[config.mk]
export PLATFORM = sky130hd
export DESIGN_NAME = instr_encoder
export DESIGN_NICKNAME = d
export VERILOG_FILES = /design/src/rtl/instr_encoder.sv
export SDC_FILE = /design/constraint.sdc
export NUM_CORES = 1
export LEC_CHECK = 0
export CORE_AREA = 2 2 131 133
export CTS_CLUSTER_SIZE = 28
export DETAILED_ROUTE_END_ITERATION = 16
export DIE_AREA = 0 0 133 135
export PLACE_DENSITY_LB_ADDON = 0.3
export SLEW_MARGIN = 20
export SYNTH_ARGS = -nofsm -noshare
export SYNTH_HDL_FRONTEND = slang
export SYNTH_SLANG_ARGS = --single-unit
export TNS_END_PERCENT = 1
[constraint.sdc]
create_clock -name clk -period 3.9 [get_ports clk]
set_input_delay 0.78 -clock clk [delete_from_list [all_inputs] [get_ports clk]]
set_output_delay 0.78 -clock clk [all_outputs]
set_load 0.01 [all_outputs]
[src/rtl/instr_encoder.sv]
// Encodes symbolic MIPS instruction requests and streams them through a small FIFO into imem.
// Optional request legality checking is enabled by defining INSTR_ENC_CHECK_EN.
module instr_encoder #(
  parameter int unsigned DEPTH = 4,
  parameter int unsigned ADDR_W = 32,
  parameter logic [ADDR_W-1:0] BASE_ADDR = '0
) (
  input  logic              clk,
  input  logic              rst_n,
  input  logic              start,
  input  logic              in_valid,
  output logic              in_ready,
  input  logic              in_last,
  input  logic [2:0]        in_op,
  input  logic [4:0]        in_rs,
  input  logic [4:0]        in_rt,
  input  logic [4:0]        in_rd,
  input  logic [4:0]        in_shamt,
  input  logic [5:0]        in_funct,
  input  logic [15:0]       in_imm,
  input  logic [25:0]       in_target,
  output logic              wr_en,
  output logic [ADDR_W-1:0] wr_addr,
  output logic [31:0]       wr_data,
  input  logic              wr_stall,
  output logic              busy,
  output logic              done,
  output logic [ADDR_W-1:0] word_count,
  output logic              err
);

  localparam int unsigned PTR_W = $clog2(DEPTH);
  localparam int unsigned CNT_W = PTR_W + 1;

  localparam logic [2:0] OP_RTYPE = 3'd0;
  localparam logic [2:0] OP_DIVU  = 3'd1;
  localparam logic [2:0] OP_JR    = 3'd2;
  localparam logic [2:0] OP_LW    = 3'd3;
  localparam logic [2:0] OP_SW    = 3'd4;
  localparam logic [2:0] OP_BEQ   = 3'd5;
  localparam logic [2:0] OP_ORI   = 3'd6;
  localparam logic [2:0] OP_J     = 3'd7;

  typedef enum logic [1:0] {S_IDLE, S_LOAD, S_DRAIN, S_DONE} state_t;

  state_t             state, state_nxt;
  logic [31:0]        enc;
  logic [31:0]        mem [DEPTH];
  logic [PTR_W-1:0]   wr_ptr, rd_ptr;
  logic [CNT_W-1:0]   count;
  logic               fifo_empty, fifo_full;
  logic               accept, legal, push;
  logic [ADDR_W-1:0]  addr_q;

  assign fifo_empty = (count == '0);
  assign fifo_full  = (count == CNT_W'(DEPTH));
  assign accept     = in_valid && in_ready;
  assign push       = accept && legal;

  // Field packing for each supported operation
  always_comb begin
    enc = '0;
    case (in_op)
      OP_RTYPE: enc = {6'd0, in_rs, in_rt, in_rd, in_shamt, in_funct};
      OP_DIVU:  enc = {6'd0, in_rs, in_rt, 10'd0, 6'd27};
      OP_JR:    enc = {6'd0, in_rs, 15'd0, 6'd8};
      OP_LW:    enc = {6'd35, in_rs, in_rt, in_imm};
      OP_SW:    enc = {6'd43, in_rs, in_rt, in_imm};
      OP_BEQ:   enc = {6'd4, in_rs, in_rt, in_imm};
      OP_ORI:   enc = {6'd13, in_rs, in_rt, in_imm};
      OP_J:     enc = {6'd2, in_target};
      default:  enc = '0;
    endcase
  end

`ifdef INSTR_ENC_CHECK_EN
  // RTYPE must not alias JR/DIVU funct codes and must name a real destination
  assign legal = !((in_op == OP_RTYPE) &&
                   ((in_funct == 6'd8) || (in_funct == 6'd27) || (in_rd == 5'd0)));

  always_ff @(posedge clk) begin
    if (!rst_n)                 err <= 1'b0;
    else if (accept && !legal)  err <= 1'b1;
  end
`else
  assign legal = 1'b1;
  assign err   = 1'b0;
`endif

  always_ff @(posedge clk) begin
    if (!rst_n) state <= S_IDLE;
    else        state <= state_nxt;
  end

  always_comb begin
    state_nxt = state;
    case (state)
      S_IDLE:  if (start) state_nxt = S_LOAD;
      S_LOAD:  if (accept && in_last) state_nxt = S_DRAIN;
      // Leave as soon as the final word is being written this cycle
      S_DRAIN: if (fifo_empty || ((count == CNT_W'(1)) && wr_en)) state_nxt = S_DONE;
      S_DONE:  state_nxt = S_IDLE;
      default: state_nxt = S_IDLE;
    endcase
  end

  always_comb begin
    in_ready = 1'b0;
    wr_en    = 1'b0;
    busy     = (state != S_IDLE);
    done     = (state == S_DONE);
    if (state == S_LOAD) in_ready = !fifo_full;
    if ((state == S_LOAD) || (state == S_DRAIN)) wr_en = !fifo_empty && !wr_stall;
  end

  always_ff @(posedge clk) begin
    if (push) mem[wr_ptr] <= enc;
  end

  always_ff @(posedge clk) begin
    if (!rst_n) begin
      wr_ptr <= '0;
      rd_ptr <= '0;
      count  <= '0;
    end else begin
      if (push)  wr_ptr <= wr_ptr + PTR_W'(1);
      if (wr_en) rd_ptr <= rd_ptr + PTR_W'(1);
      case ({push, wr_en})
        2'b10:   count <= count + CNT_W'(1);
        2'b01:   count <= count - CNT_W'(1);
        default: count <= count;
      endcase
    end
  end

  always_ff @(posedge clk) begin
    if (!rst_n) begin
      addr_q     <= BASE_ADDR;
      word_count <= '0;
    end else if ((state == S_IDLE) && start) begin
      addr_q     <= BASE_ADDR;
      word_count <= '0;
    end else if (wr_en) begin
      addr_q     <= addr_q + ADDR_W'(4);
      word_count <= word_count + ADDR_W'(1);
    end
  end

  assign wr_addr = addr_q;
  assign wr_data = fifo_empty ? 32'd0 : mem[rd_ptr];

endmodule

Yosys cells after proc, flatten, opt, wreduce, memory -nomap -nowiden
Memories as Yosys holds them, arrays and structs flattened. A register that Yosys moved wholly into a read port is not among the register bits.
Cells that the tools add are included.
- $add $sub $neg: 6
- equality and inequality tests: 17
- muxes and demuxes: 13
- bitwise operators: 1
- reductions and logical operators: 17
- operators with widths (cell ; number):
    $pmux W32 S8 ; 1
    $add A32 B1 Y32 const B ; 1
    $add A32 B3 Y32 const B ; 1
    $mux W32 ; 1
    $eq A3 B3 Y1 const B ; 5
    $mux W2 ; 5
    $pmux W2 S4 ; 1
    $eq A2 B2 Y1 const B ; 3
    $eq A3 B1 Y1 const B ; 2
    $eq A3 B2 Y1 const B ; 2
    $logic_not A3 Y1 ; 2
    $ne A2 B2 Y1 const B ; 3
    $pmux W3 S2 ; 1
    $logic_and A1 B1 Y1 ; 5
    $add A2 B1 Y2 const B ; 2
    $eq A2 B1 Y1 const B ; 2
    $mux W1 ; 4
    $reduce_bool A2 Y1 ; 2
    $add A3 B1 Y3 const B ; 1
    $logic_not A1 Y1 ; 3
    $reduce_and A3 Y1 ; 1
    $sub A3 B1 Y3 const B ; 1
    $logic_not A2 Y1 ; 1
    $logic_or A1 B1 Y1 ; 2
    2 further kinds ; 2
- register bits: 73
- memory bits (writable): 128
- bits of input ports: 77
- output and inout bits: 101
- logic and storage cells: 61
- memories: 1
- memory list (name ; words ; width ; rd ports ; clocked after memory_dff ; write ports ; RTL line ; RTL):
    mem ; 4 ; 32 ; 1 ; 1 ; 1 ; 48 ; logic [31:0] mem [DEPTH];

Longest topological paths before layout
Gate-level depths: netlist of the first run.
- word-level depth: 8
- mapped depth: 9
- depth with buffers taken out: 9

Least setup slack after synthesis of the first run
OpenSTA, ideal clock, no wires.
- kind: input port to flip-flop
- start point: input wr_stall
- end point: register count[2]
- setup time: 0.072 ns
- data arrival time: 2.373 ns
- required time: 3.828 ns
- slack: 1.454 ns
- stages: 6
- buffers on the path: 1
- cells stage by stage: nand2b_1 -> clkbuf_1 -> nor2_1 -> ha_1 -> or3_1 -> a21oi_1
- cells in the longest elaborated chain, start to end: 5
- elaborated cells on any way between the ends: 7
- classes of those cells: eq/ne (2); mux (2); reduce/logical (3)
- ends and longest elaborated chain (what ; RTL line ; RTL):
    start, declared ; 25 ; input logic wr_stall,
    $logic_not A1 Y1 * ; 113 ; if ((state == S_LOAD) || (state == S_DRAIN)) wr_en = !fifo_empty && !wr_stall;
    $logic_and A1 B1 Y1 * ; 113 ;
    $mux W1 * ; 113 ;
    via wr_en ; 22 ; output logic wr_en,
    $eq A2 B1 Y1 / $eq A2 B2 Y1 (equally long branches) ; 128 ; case ({push, wr_en})
    $pmux W3 S2 / $reduce_bool A2 Y1 (equally long branches) ; - ;
    end signal, assigned ; 129 ; 2'b10: count <= count + CNT_W'(1);
    end signal, assigned ; 130 ; 2'b01: count <= count - CNT_W'(1);
    end signal, assigned ; 131 ; default: count <= count;
    end, declared ; 50 ; logic [CNT_W-1:0] count;
Mark *: on every way through the listed nets, which the timed path passes. The rest lies on a longest branch.
A chain may end at the register's enable or synchronous reset.

==> impl_metrics.csv, run 1 <==
group,metric,value,unit
run_status,status,"finished, final reports clean",
die,num_rows,47,
timing,slew_violations,0,
power,p_comb_frac,0.256,
setup_path,crit_buf_inv,2,
global_route,grt_pass1_vias,6312,
synthesis,ys_warn_count,0,
synthesis,synth-main-ff-cell,"edfxtp_1",
power,leakage,3.78,nW
power,peakVddDrop,409,uV
clock_network,insertion_delay,440,ps
cells_and_area,fin_nets,1017,
cells_and_area,utilization,0.714,
power,p_int,4.00,mW
cells_and_area,mostFrequentLayoutCells,"clkdlybuf4s50_1, edfxtp_1, nand2_1, dfxtp_1, and2_1",
placement,io_buffers,173,
global_route,antenna_found_initial,0,
cells_and_area,areaGrowthSynthToFinish,28.4,%
timing,worst_slew_pin_slew,858,ps
setup_path,cp_slowest_cell,"dfxtp_2",
power,p_seq_frac,0.422,
synthesis,avgSynthCellArea,12.0,um^2
timing,setup-tns-final,0,ps
clock_network,cts_max_level,4,
timing,slew-limit-headroom,0.426,
die,core,0.0164,mm^2
timing,rsz0062_at_grt,"false",
clock_network,cts.clk_slew.worst_paths,80,ps
setup_path,cp_cell_sequence,"buf_12, mux4_2, and2_1, clkdlybuf4s50_1",
setup_path,crit_type,"flop to output pin",
placement,place_area,0.0111,mm^2
power,p_switching,1.70,mW
die,pin_count,178,
timing,hold_viol,0,
synthesis,yosysUniqueCellTypes,51,
die,fp.dieH,135,um
setup_path,path_max_fanout,18,
clock_network,cts_tree,"yes",
clock_network,cts_buffer_depth,2,
clock_network,cts_buffers,17,
worst_hold_path,min_path_type,"flop to flop",
die,dieArea,0.0180,mm^2
timing,timing.hold.ws,485,ps
die,die_x,133,um
setup_path,cp-end-kind,"output pin",
cells_and_area,nFillCells,1158,
global_route,track_usage,0.229,
route,avgRoutedWirePerCell,17.5,um
placement,gp_congestion,0.812,
clock_network,cts_setup_buffers,0,
cells_and_area,drive_above_1_share,0.0971,
setup_path,crit_family,"buffers and inverters",
clock_network,ctsResizeCount,0,
timing,setup_viol,0,
route,dr_total_vias,6749,
cells_and_area,finalInstanceArea,0.0117,mm^2
global_route,grt_first_pass_wirelength,32300,um
synthesis,synthesis.area,0.00913,mm^2
cells_and_area,diodes,0,
clock_network,root_buffer,"clkbuf_16",
route,detail_route.iter0.violations,409,
synthesis,synth_seq_cells,197,
synthesis,syn_inst,760,
setup_path,cp-start-kind,"flop",
timing,period_needed,3360,ps
synthesis,synth-async-reset-ratio,0,
placement,hpwl,13700,um
clock_network,postCtsHoldBufs,0,
setup_path,crit_required,3120,ps
global_route,grt_max_degree,44,
clock_network,clock_sinks,197,
route,vias_per_cell,5.83,
route,drtAntennaViolNets,0,
synthesis,seq_area_frac_synth,0.568,
route,drc,0,
power,clockPowerShare,0.322,
timing,fmax,298,MHz
setup_path,critPathMaxStageDelay,660,ps
timing,finalCritPeriodShare,0.861,
timing,fin_skew,12.7,ps
route,finalWirelength,20300,um
synthesis,synth-edff-count,124,
route,first_pass_iters,5,
setup_path,arrival,2580,ps
power,p_per_area,486,mW/mm^2
flow_run,cap_violations,0,
cells_and_area,final_common_cell,"clkdlybuf4s50_1",
die,start_util,0.556,
global_route,grt_overflow_total,0,
power,switching_share,0.298,
[flip-flops by register name, summed over array words and instances (netlist names), named ones only]
name,flops
mem,124
rd_ptr,2
state,2
wr_addr,30
wr_ptr,2
word_count,32
count,3
[cell families (layout without fill, tap and decap cells)]
kind of cell    after synthesis  after routing  synth area share
buf+inv                      67            241            0.0304
compound gates              126            126            0.0902
fa+ha+maj                    16             16            0.0219
xor+xnor                     16             16            0.0154
other cells                   1              4          0.000411
flops                       197            197             0.568
simple gates                280            280             0.168
mux                          57             57             0.106
[per-layer routing]
layer  share of wire  GRT usage  up-vias
li1                -          -     3234
met1            0.42      0.283     3275
met2            0.50      0.405      221
met3           0.061     0.0586       19
met4           0.011     0.0603        0
met5               0          0        -
[cells in the mapped netlist (all sizes together) (6+ instances only)]
library cell,count,area share
a221oi,12,0.012
a31oi,14,0.0096
nor4,20,0.014
o21ai,26,0.014
xnor2,10,0.0096
a22o,10,0.0096
xor2,6,0.0058
ha,16,0.022
or3,18,0.012
nand3,22,0.012
nor2,22,0.0090
and4,9,0.0086
mux4,31,0.077
mux2i,21,0.023
clkbuf,36,0.015
nand4,17,0.012
and2,35,0.024
a21oi,32,0.018
dfxtp,73,0.16
edfxtp,124,0.41
nand2b,26,0.018
o31ai,13,0.011
buf,11,0.0074
or4,14,0.012
nand2,79,0.032
inv,19,0.0078
[path summary, 6_finish.rpt]
kind,from,end,slack (ps),depth (start not counted)
setup / recovery,flop,wr_data[4],540,4
hold / removal,word_count[23],word_count[23],480,2
setup reg to reg,count[0],word_count[29],1310,7
hold reg to reg,word_count[23],word_count[23],480,2
[cell type report]
type | instances | area (um^2) | area share
flip-flops and latches | 197 | 5190 | 0.443
well taps | 220 | 275 | 0.0235
repair buffers | 189 | 1860 | 0.159
clock inverters | 15 | 213 | 0.0182
inverters | 20 | 75.1 | 0.00641
clock buffers | 17 | 425 | 0.0363
multi-input cells | 499 | 3680 | 0.314
[tightest hold or removal path, stage by stage (launching register included)]
cell,delay [ps]
dfxtp_1,330
nand2_1,60
mux2i_1,50
[stage by stage]
step           worst slack [ps]  power, mW  instances
4_1_cts                     471       5.74       1157
6_report                    541       5.70       1157
2_1_floorplan              1450       3.25        763
5_1_grt                     372       5.95       1157
3_5_place_dp                819       3.91       1125
3_3_place_gp                859       3.89       1125
[power groups by stage]
| stage | combinational [mW] | sequential (mW) | clock (mW) |
|---|---|---|---|
| floorplan | 0.826 | 2.42 | 0 |
| global placement | 1.45 | 2.44 | 0 |
| detailed placement | 1.46 | 2.45 | 0 |
| CTS | 1.48 | 2.40 | 1.86 |
| global route | 1.60 | 2.41 | 1.94 |
| finish | 1.46 | 2.40 | 1.83 |
No activity file was read; power rests on OpenSTA's default activity.
==> inputs of run 2 (changes only) <==
CORE_AREA = 2 2 129 131   (was 2 2 131 133)
CTS_BUF_LIST = sky130_fd_sc_hd__clkbuf_8   (was not set)
DIE_AREA = 0 0 131 133   (was 0 0 133 135)
PLACE_DENSITY = 0.88   (was not set)
PLACE_DENSITY_LB_ADDON = not set   (was 0.3)
==> impl_metrics.csv, run 2 (same netlist as run 1, synthesis figures left out) <==
group,metric,value,unit
global_route,track_usage,0.253,
route,finalWirelength,21500,um
timing,slew-limit-headroom,0.441,
cells_and_area,nFillCells,1103,
placement,dp_cells,1126,
clock_network,clock_sinks,197,
timing,worst_slew_pin_slew,836,ps
timing,setup_viol,0,
route,avgRoutedWirePerCell,18.6,um
timing,rsz0062_at_grt,"false",
cells_and_area,largest_reg_flops,124,
global_route,grt_overflow_total,0,
cells_and_area,fin_nets,1018,
worst_hold_path,min_path_type,"flop to flop",
power,peakVddDrop,326,uV
setup_path,critPathMaxStageDelay,570,ps
die,start_util,0.564,
cells_and_area,regMostFlops,"mem",
run_status,status,"finished, final reports clean",
clock_network,cts_tree,"yes",
power,leakage,3.68,nW
route,first_pass_iters,7,
power,p_comb_frac,0.285,
clock_network,cts_buffer_depth,2,
global_route,grt_max_degree,41,
die,fp.dieH,133,um
placement,hpwl,14800,um
global_route,antenna_found_initial,0,
cells_and_area,stdcell_count,1157,
power,p_seq_frac,0.461,
route,dr_total_vias,6978,
power,p_switching,1.50,mW
die,die_x,131,um
clock_network,postCtsHoldBufs,0,
setup_path,arrival,2560,ps
setup_path,cp-start-kind,"flop",
cells_and_area,diodes,0,
clock_network,cts_max_level,4,
clock_network,cts_setup_buffers,0,
route,vias_per_cell,6.03,
cells_and_area,mostFrequentLayoutCells,"clkdlybuf4s50_1, edfxtp_1, nand2_1, dfxtp_1, and2_1",
setup_path,reg2reg_from,"state[0]",
placement,gp_congestion,0.814,
placement,io_buffers,173,
setup_path,crit_required,3120,ps
setup_path,r2r_cells,7,
die,dieArea,0.0174,mm^2
power,p_int,3.69,mW
setup_path,r2r_setup_slack,1370,ps
global_route,grt_pass1_vias,6806,
power,clockPowerShare,0.254,
power,switching_share,0.289,
power,power.total,5.19,mW
timing,hold_viol,0,
clock_network,ctsResizeCount,0,
setup_path,crit_type,"flop to output pin",
die,core,0.0162,mm^2
clock_network,insertion_delay,470,ps
flow_run,cap_violations,0,
die,pin_count,178,
setup_path,cp-endpoint,"wr_data[27]",
timing,finalCritPeriodShare,0.857,
timing,setup-tns-final,0,ps
route,drtAntennaViolNets,0,
setup_path,crit_buf_inv,2,
setup_path,cp_cell_sequence,"buf_12, mux4_2, and2_1, clkdlybuf4s50_1",
cells_and_area,areaGrowthSynthToFinish,25.9,%
clock_network,cts.clk_slew.worst_paths,100,ps
power,p_per_area,452,mW/mm^2
clock_network,cts_buffers,17,
setup_path,path_max_fanout,23,
cells_and_area,finalInstanceArea,0.0115,mm^2
cells_and_area,final_common_cell,"clkdlybuf4s50_1",
timing,slew_violations,0,
global_route,grt_first_pass_wirelength,34300,um
timing,fmax,299,MHz
setup_path,cp_slowest_cell,"mux4_2",
die,num_rows,47,
route,drc,0,
setup_path,path_depth,4,
setup_path,cp-end-kind,"output pin",
setup_path,rr_endpoint,"word_count[19]",
placement,place_area,0.0111,mm^2
route,detail_route.iter0.violations,608,
timing,period_needed,3340,ps
cells_and_area,drive_above_1_share,0.0939,
timing,fin_skew,16.2,ps
clock_network,root_buffer,"clkbuf_8",
setup_path,crit_family,"buffers and inverters",
-- run 2: per-stage QoR --
| stage | worst slack [ps] | hold slack, ps | utilization |
|---|---|---|---|
| detailed placement | 748 | 465 | 0.686 |
| floorplan | 1450 | 469 | - |
| finish | 557 | 474 | 0.711 |
| CTS | 506 | 476 | 0.711 |
| global placement | 761 | 455 | 0.686 |
| global route | 407 | 496 | 0.711 |
-- run 2: final cells by class --
| cell class | instances | area, um^2 | share of cell area |
|---|---|---|---|
| Clock buffer | 17 | 234 | 0.0204 |
| Clock inverter | 14 | 164 | 0.0143 |
| Inverter | 20 | 75.1 | 0.00653 |
| Multi-Input combinational cell | 499 | 3680 | 0.321 |
| Sequential cell | 197 | 5190 | 0.451 |
| Tap cell | 220 | 275 | 0.0240 |
| Timing Repair Buffer | 190 | 1870 | 0.163 |
-- run 2: power groups by stage --
stage	Clock [mW]	Combinational [mW]	Sequential, mW
2_1_floorplan	0	0.826	2.42
3_3_place_gp	0	1.44	2.44
3_5_place_dp	0	1.47	2.44
4_1_cts	1.34	1.49	2.40
5_1_grt	1.42	1.60	2.41
6_report	1.32	1.48	2.40
-- run 2: routing by layer --
metal,part of all wire,track usage
met5,0,0
met2,0.51,0.424
met1,0.40,0.328
met3,0.064,0.0477
met4,0.026,0.0940
-- run 2: worst min path at each step --
stage	startpoint	end	slack, ps	cells after the start
after floorplan	wr_ptr[1]	wr_ptr[1]	470	2
after global placement	wr_addr[31]	wr_addr[31]	460	2
after detailed placement	wr_addr[31]	wr_addr[31]	460	2
after CTS	wr_addr[31]	wr_addr[31]	480	2
after global routing	wr_addr[27]	wr_addr[27]	500	2
final	wr_addr[31]	wr_addr[31]	470	2
-- run 2: worst register-to-register path, stage by stage (launching register included) --
cell	delay, ps
dfxtp_1	400
inv_1	100
ha_1	340
nor2b_1	160
buf_4	180
nand4b_1	520
or4_1	620
a21oi_1	150
==> inputs of run 3 (changes only) <==
CAP_MARGIN = 0   (was not set)
CORE_AREA = 2 2 155 157   (was 2 2 129 131)
DIE_AREA = 0 0 157 159   (was 0 0 131 133)
PLACE_DENSITY = not set   (was 0.88)
PLACE_DENSITY_LB_ADDON = 0.3   (was not set)
==> impl_metrics.csv, run 3 (same netlist as run 1, synthesis figures left out) <==
group,metric,value,unit
run_status,status,"finished, final reports clean",
timing,setup-tns-final,0,ps
cells_and_area,areaGrowthSynthToFinish,28.3,%
timing,slew-limit-headroom,0.446,
cells_and_area,ff_latch_area,0.00519,mm^2
timing,slew_violations,0,
route,drtAntennaViolNets,0,
cells_and_area,mostFrequentLayoutCells,"clkdlybuf4s50_1, edfxtp_1, nand2_1, dfxtp_1, and2_1",
flow_run,cap_violations,0,
route,first_pass_iters,5,
route,detail_route.iter0.violations,446,
route,vias_per_cell,5.34,
cells_and_area,final_common_cell,"clkdlybuf4s50_1",
setup_path,cp-end-kind,"output pin",
cells_and_area,largest_reg_flops,124,
placement,gp_congestion,0.829,
cells_and_area,drive_above_1_share,0.100,
power,p_per_area,457,mW/mm^2
cells_and_area,multi_input_area,0.00368,mm^2
die,start_util,0.393,
worst_hold_path,min_path_type,"flop to flop",
route,drc,0,
cells_and_area,utilization,0.505,
cells_and_area,stdcell_count,1259,
setup_path,cp-start-kind,"flop",
clock_network,insertion_delay,480,ps
power,leakage,3.72,nW
setup_path,crit_required,3120,ps
global_route,antenna_found_initial,0,
clock_network,cts.clk_slew.worst_paths,110,ps
timing,worst_slack,578,ps
timing,fmax,301,MHz
timing,period_needed,3320,ps
die,dieArea,0.0250,mm^2
global_route,grt_max_degree,44,
global_route,grt_overflow_total,0,
die,fp.dieH,159,um
cells_and_area,fin_nets,1020,
setup_path,arrival,2540,ps
route,dr_total_vias,6718,
placement,io_buffers,173,
timing,timing.hold.ws,489,ps
clock_network,postCtsHoldBufs,0,
cells_and_area,finalInstanceArea,0.0117,mm^2
placement,place_area,0.0112,mm^2
timing,finalCritPeriodShare,0.852,
die,num_rows,56,
clock_network,cts_tree,"yes",
setup_path,r2r_setup_slack,1260,ps
cells_and_area,regMostFlops,"mem",
placement,dp_slack,691,ps
placement,hpwl,14700,um
global_route,track_usage,0.178,
route,avgRoutedWirePerCell,17.3,um
timing,worst_slew_pin_slew,831,ps
power,power.total,5.35,mW
clock_network,clock_sinks,197,
timing,setup_viol,0,
clock_network,root_buffer,"clkbuf_8",
setup_path,path_max_fanout,10,
clock_network,ctsResizeCount,0,
global_route,grt_first_pass_wirelength,34800,um
die,die_x,157,um
setup_path,crit_type,"flop to output pin",
timing,hold_viol,0,
timing,fin_skew,19.4,ps
clock_network,cts_setup_buffers,0,
route,finalWirelength,21700,um
placement,dp_cells,1227,
cells_and_area,diodes,0,
cells_and_area,nFillCells,2053,
power,peakVddDrop,261,uV
timing,rsz0062_at_grt,"false",
clock_network,cts_max_level,4,
die,pin_count,178,
clock_network,cts_buffers,17,
global_route,grt_pass1_vias,6517,
clock_network,cts_buffer_depth,2,
die,core,0.0232,mm^2
[run 3: cell types whose count changed in the layout (fill, tap and decap cells not counted)]
cell and delta:
clkinv_8 +6, buf_4 +2, clkinv_2 -2, clkinvlp_4 -2, inv_1 -2, inv_12 +2
inv_8 +2, bufinv_16 -1, clkinv_1 -1, clkinv_4 -1
[run 3: routing by layer]
layer	vias to the layer above	track usage	part of all wire	wire length, um
met1	3297	0.233	0.43	9430
li1	3223	-	-	-
met4	0	0.0542	0.018	398
met5	-	0	0	0
met2	170	0.296	0.50	10800
met3	28	0.0376	0.050	1090
[run 3: report_power, final]
part | internal [mW] | switching (mW)
logic | 0.721 | 0.765
registers | 2.34 | 0.0548
clock network | 0.631 | 0.836
[run 3: worst paths after layout]
| kind | cells after the start | start | end |
|---|---|---|---|
| max | 4 | flop | wr_data[28] |
| min | 2 | word_count[31] | word_count[31] |
| max reg2reg | 7 | count[0] | word_count[31] |
| min reg2reg | 2 | word_count[31] | word_count[31] |
[run 3: layout make-up]
cell class / count / share of cell area
Tap cell: 319 / 0.0341
Clock inverter: 15 / 0.0206
Clock buffer: 17 / 0.0200
Timing Repair Buffer: 192 / 0.161
Multi-Input combinational cell: 499 / 0.315
Sequential cell: 197 / 0.443
Inverter: 20 / 0.00641
[run 3: worst max-delay path, cell delays in order, from the launching register on]
cell and delay [ps]:
dfxtp_2 610, buf_4 270, mux4_2 520, and2_1 180
clkdlybuf4s50_1 500
==> RTL change, RTL diff (settings of run 2) <==
The parameter `ADDR_W` goes from 32 to 40.
--- a/src/rtl/instr_encoder.sv
+++ b/src/rtl/instr_encoder.sv
@@ -2,7 +2,7 @@
 // Optional request legality checking is enabled by defining INSTR_ENC_CHECK_EN.
 module instr_encoder #(
   parameter int unsigned DEPTH = 4,
-  parameter int unsigned ADDR_W = 32,
+  parameter int unsigned ADDR_W = 40,
   parameter logic [ADDR_W-1:0] BASE_ADDR = '0
 ) (
   input  logic              clk,
Ports: changed (resized word_count and wr_addr); port bits go from 178 to 194. No check against the original RTL was run, so the function may have changed too.
==> RTL change against run 2 <==
Setup slack improved by 0.11 ns. Routed wire length is 3.5% higher. Sequential cell count rose by 16. Power increased by 7.2%. Core utilization rose by 6.2 points. Non-clock buffer count grew 12. Clock power grew 42%. Final area up 8.7%. Global-route usage is 0.92 points higher. Synthesized cell count is 7.8% higher. Critical endpoint is now wr_data[8]. Via count grew 4.5%. Synthesized area up 6.3%. Sequential share of layout area fell by 1.0 points.
==> RTL change: results (changes against run 2) <==
| Metric | Value |
|---|---|
| Status | `finished, final reports clean` |
| Reg2reg start | `state[0]` |
| Clock transition at path regs | `0.06 ns (-0.04 ns)` |
| Synth cell types | `58 (+14%)` |
| Clock Tree Root | `clkbuf_8` |
| DR vias | `7290 (+4.5%)` |
| Share of layout cells above drive strength 1 | `10.8% (+1.4 points)` |
| Detailed Routing Iterations Pass 1 | `5 (-2)` |
| Commonest cells in the netlist | `edfxtp_1, dfxtp_1, nand2_1` |
| Post-CTS Setup Inserts | `0 (unchanged)` |
| Initial antenna violation count | `0 (unchanged)` |
| Crit path max-delay cell type | `mux4_2` |
| Detail Placement HPWL | `15200 µm (+2.8%)` |
| Lkg Pwr | `0.00417 µW (+13%)` |
| DRT iter0 DRCs | `467 (-23%)` |
| Maximum clock insertion buffer count | `3 (+1)` |
| Worst Hold Class | `flop to flop` |
| Crit-path max cell delay | `0.54 ns (-0.03 ns)` |
| Tightest Pin Transition | `0.829 ns (-0.00732 ns)` |
| Final #Nets | `1109 (+8.9%)` |
| Worst Reg-to-Reg Cells | `7 (unchanged)` |
| All-Layer GR Usage | `26.2% (+0.92 points)` |
| Crit path to | `wr_data[8]` |
| Clk_skew | `0.0282 ns (+0.0120 ns)` |
| Largest Register | `mem` |
| Startpoint types | `flop` |
| Clock buffer count from CTS | `35 (+18)` |
| FF-to-FF End | `wr_addr[39]` |
| Port buffer count | `189 (+9.2%)` |
| Vias in the first global route | `7233 (+6.3%)` |
| Reg2reg setup slack | `1.10 ns (-0.27 ns)` |
| Async SR Flop Fraction | `0% (unchanged)` |
| Peak supply drop | `0.247 mV (-24%)` |
| Post-synth EDFFs | `124 (unchanged)` |
| Post-CTS sizing | `0 (unchanged)` |
| Fmax | `0.309 GHz (+3.3%)` |
| Worst skew pair latency | `0.52 ns (+0.05 ns)` |
| Routed len/inst | `17.6 µm (-5.2%)` |
| Synth area leaders | `edfxtp_1, dfxtp_1, mux4_2, and2_1, nand2_1` |
| Top Family by Delay on Critical Path | `buffers and inverters` |
| H-tree Lvls | `2 (-2)` |
| Routability cong. | `0.872 (+7.2%)` |
| First-pass GRT wire length | `36000 µm (+4.9%)` |
| CP max FO | `27 (+17%)` |
| Largest net degree at the start of global routing | `41 (unchanged)` |
| Sequential area share after synthesis | `56.8% (-0.062 points)` |
| Max reg flops | `124 (unchanged)` |
| Ys Warns | `0 (unchanged)` |
| N_diodes | `0 (unchanged)` |
| Fillers | `1006 (-8.8%)` |
## RTL change: layout make-up
| type | instances | share of cell area (%) |
|---|---|---|
| Tap cell | 220 | 2.20 |
| Multi-Input combinational cell | 541 | 31.5 |
| Sequential cell | 213 | 44.1 |
| Clock buffer | 43 | 4.74 |
| Timing Repair Buffer | 202 | 16.0 |
| Clock inverter | 21 | 0.741 |
| Inverter | 23 | 0.691 |
## RTL change: cells by family after synthesis
family	Yosys count	synth area share (%)
simple gates	304	17.4
compound gates	131	8.53
mux	38	7.99
flops	213	56.8
xor+xnor	48	4.33
buf+inv	68	2.90
fa+ha+maj	16	2.06
other cells	1	0.0387
## RTL change: tightest hold or removal path, delay by kind of cell, from the launching register on
kind | cells | cell delay (ns)
flops | 1 | 0.33
compound gates | 2 | 0.11
## RTL change: stage by stage
step	instance area, µm²	utilization [%]	std cells	total power [µW]	setup WS, ns
after floorplan	9710	-	822	3230	1.33
after global placement	11800	73.0	1199	3710	0.730
after detailed placement	11800	73.0	1199	3750	0.660
after CTS	12500	77.2	1263	5610	0.608
after global routing	12500	77.2	1263	5810	0.527
final	12500	77.2	1263	5570	0.663
## RTL change: worst min path at each step
stage | start | endpoint | slack [ns] | depth (start not counted)
after floorplan | wr_ptr[1] | wr_ptr[1] | 0.48 | 2
after global placement | wr_addr[39] | wr_addr[39] | 0.48 | 2
after detailed placement | word_count[35] | word_count[35] | 0.48 | 2
after CTS | word_count[35] | word_count[35] | 0.49 | 2
after global routing | word_count[33] | word_count[33] | 0.53 | 2
final | word_count[35] | word_count[35] | 0.49 | 2
## RTL change: where the power goes
part           internal [µW]  switching [µW]
clock network           1000             867
logic                    547             601
registers               2510            44.8
## RTL change: per-layer routing
metal	track usage [%]	wire length, µm	vias to the layer above
li1	-	-	3452
met1	32.4	8600	3487
met2	44.9	11200	308
met3	7.04	1990	43
met4	8.04	440	0
met5	0	0	-
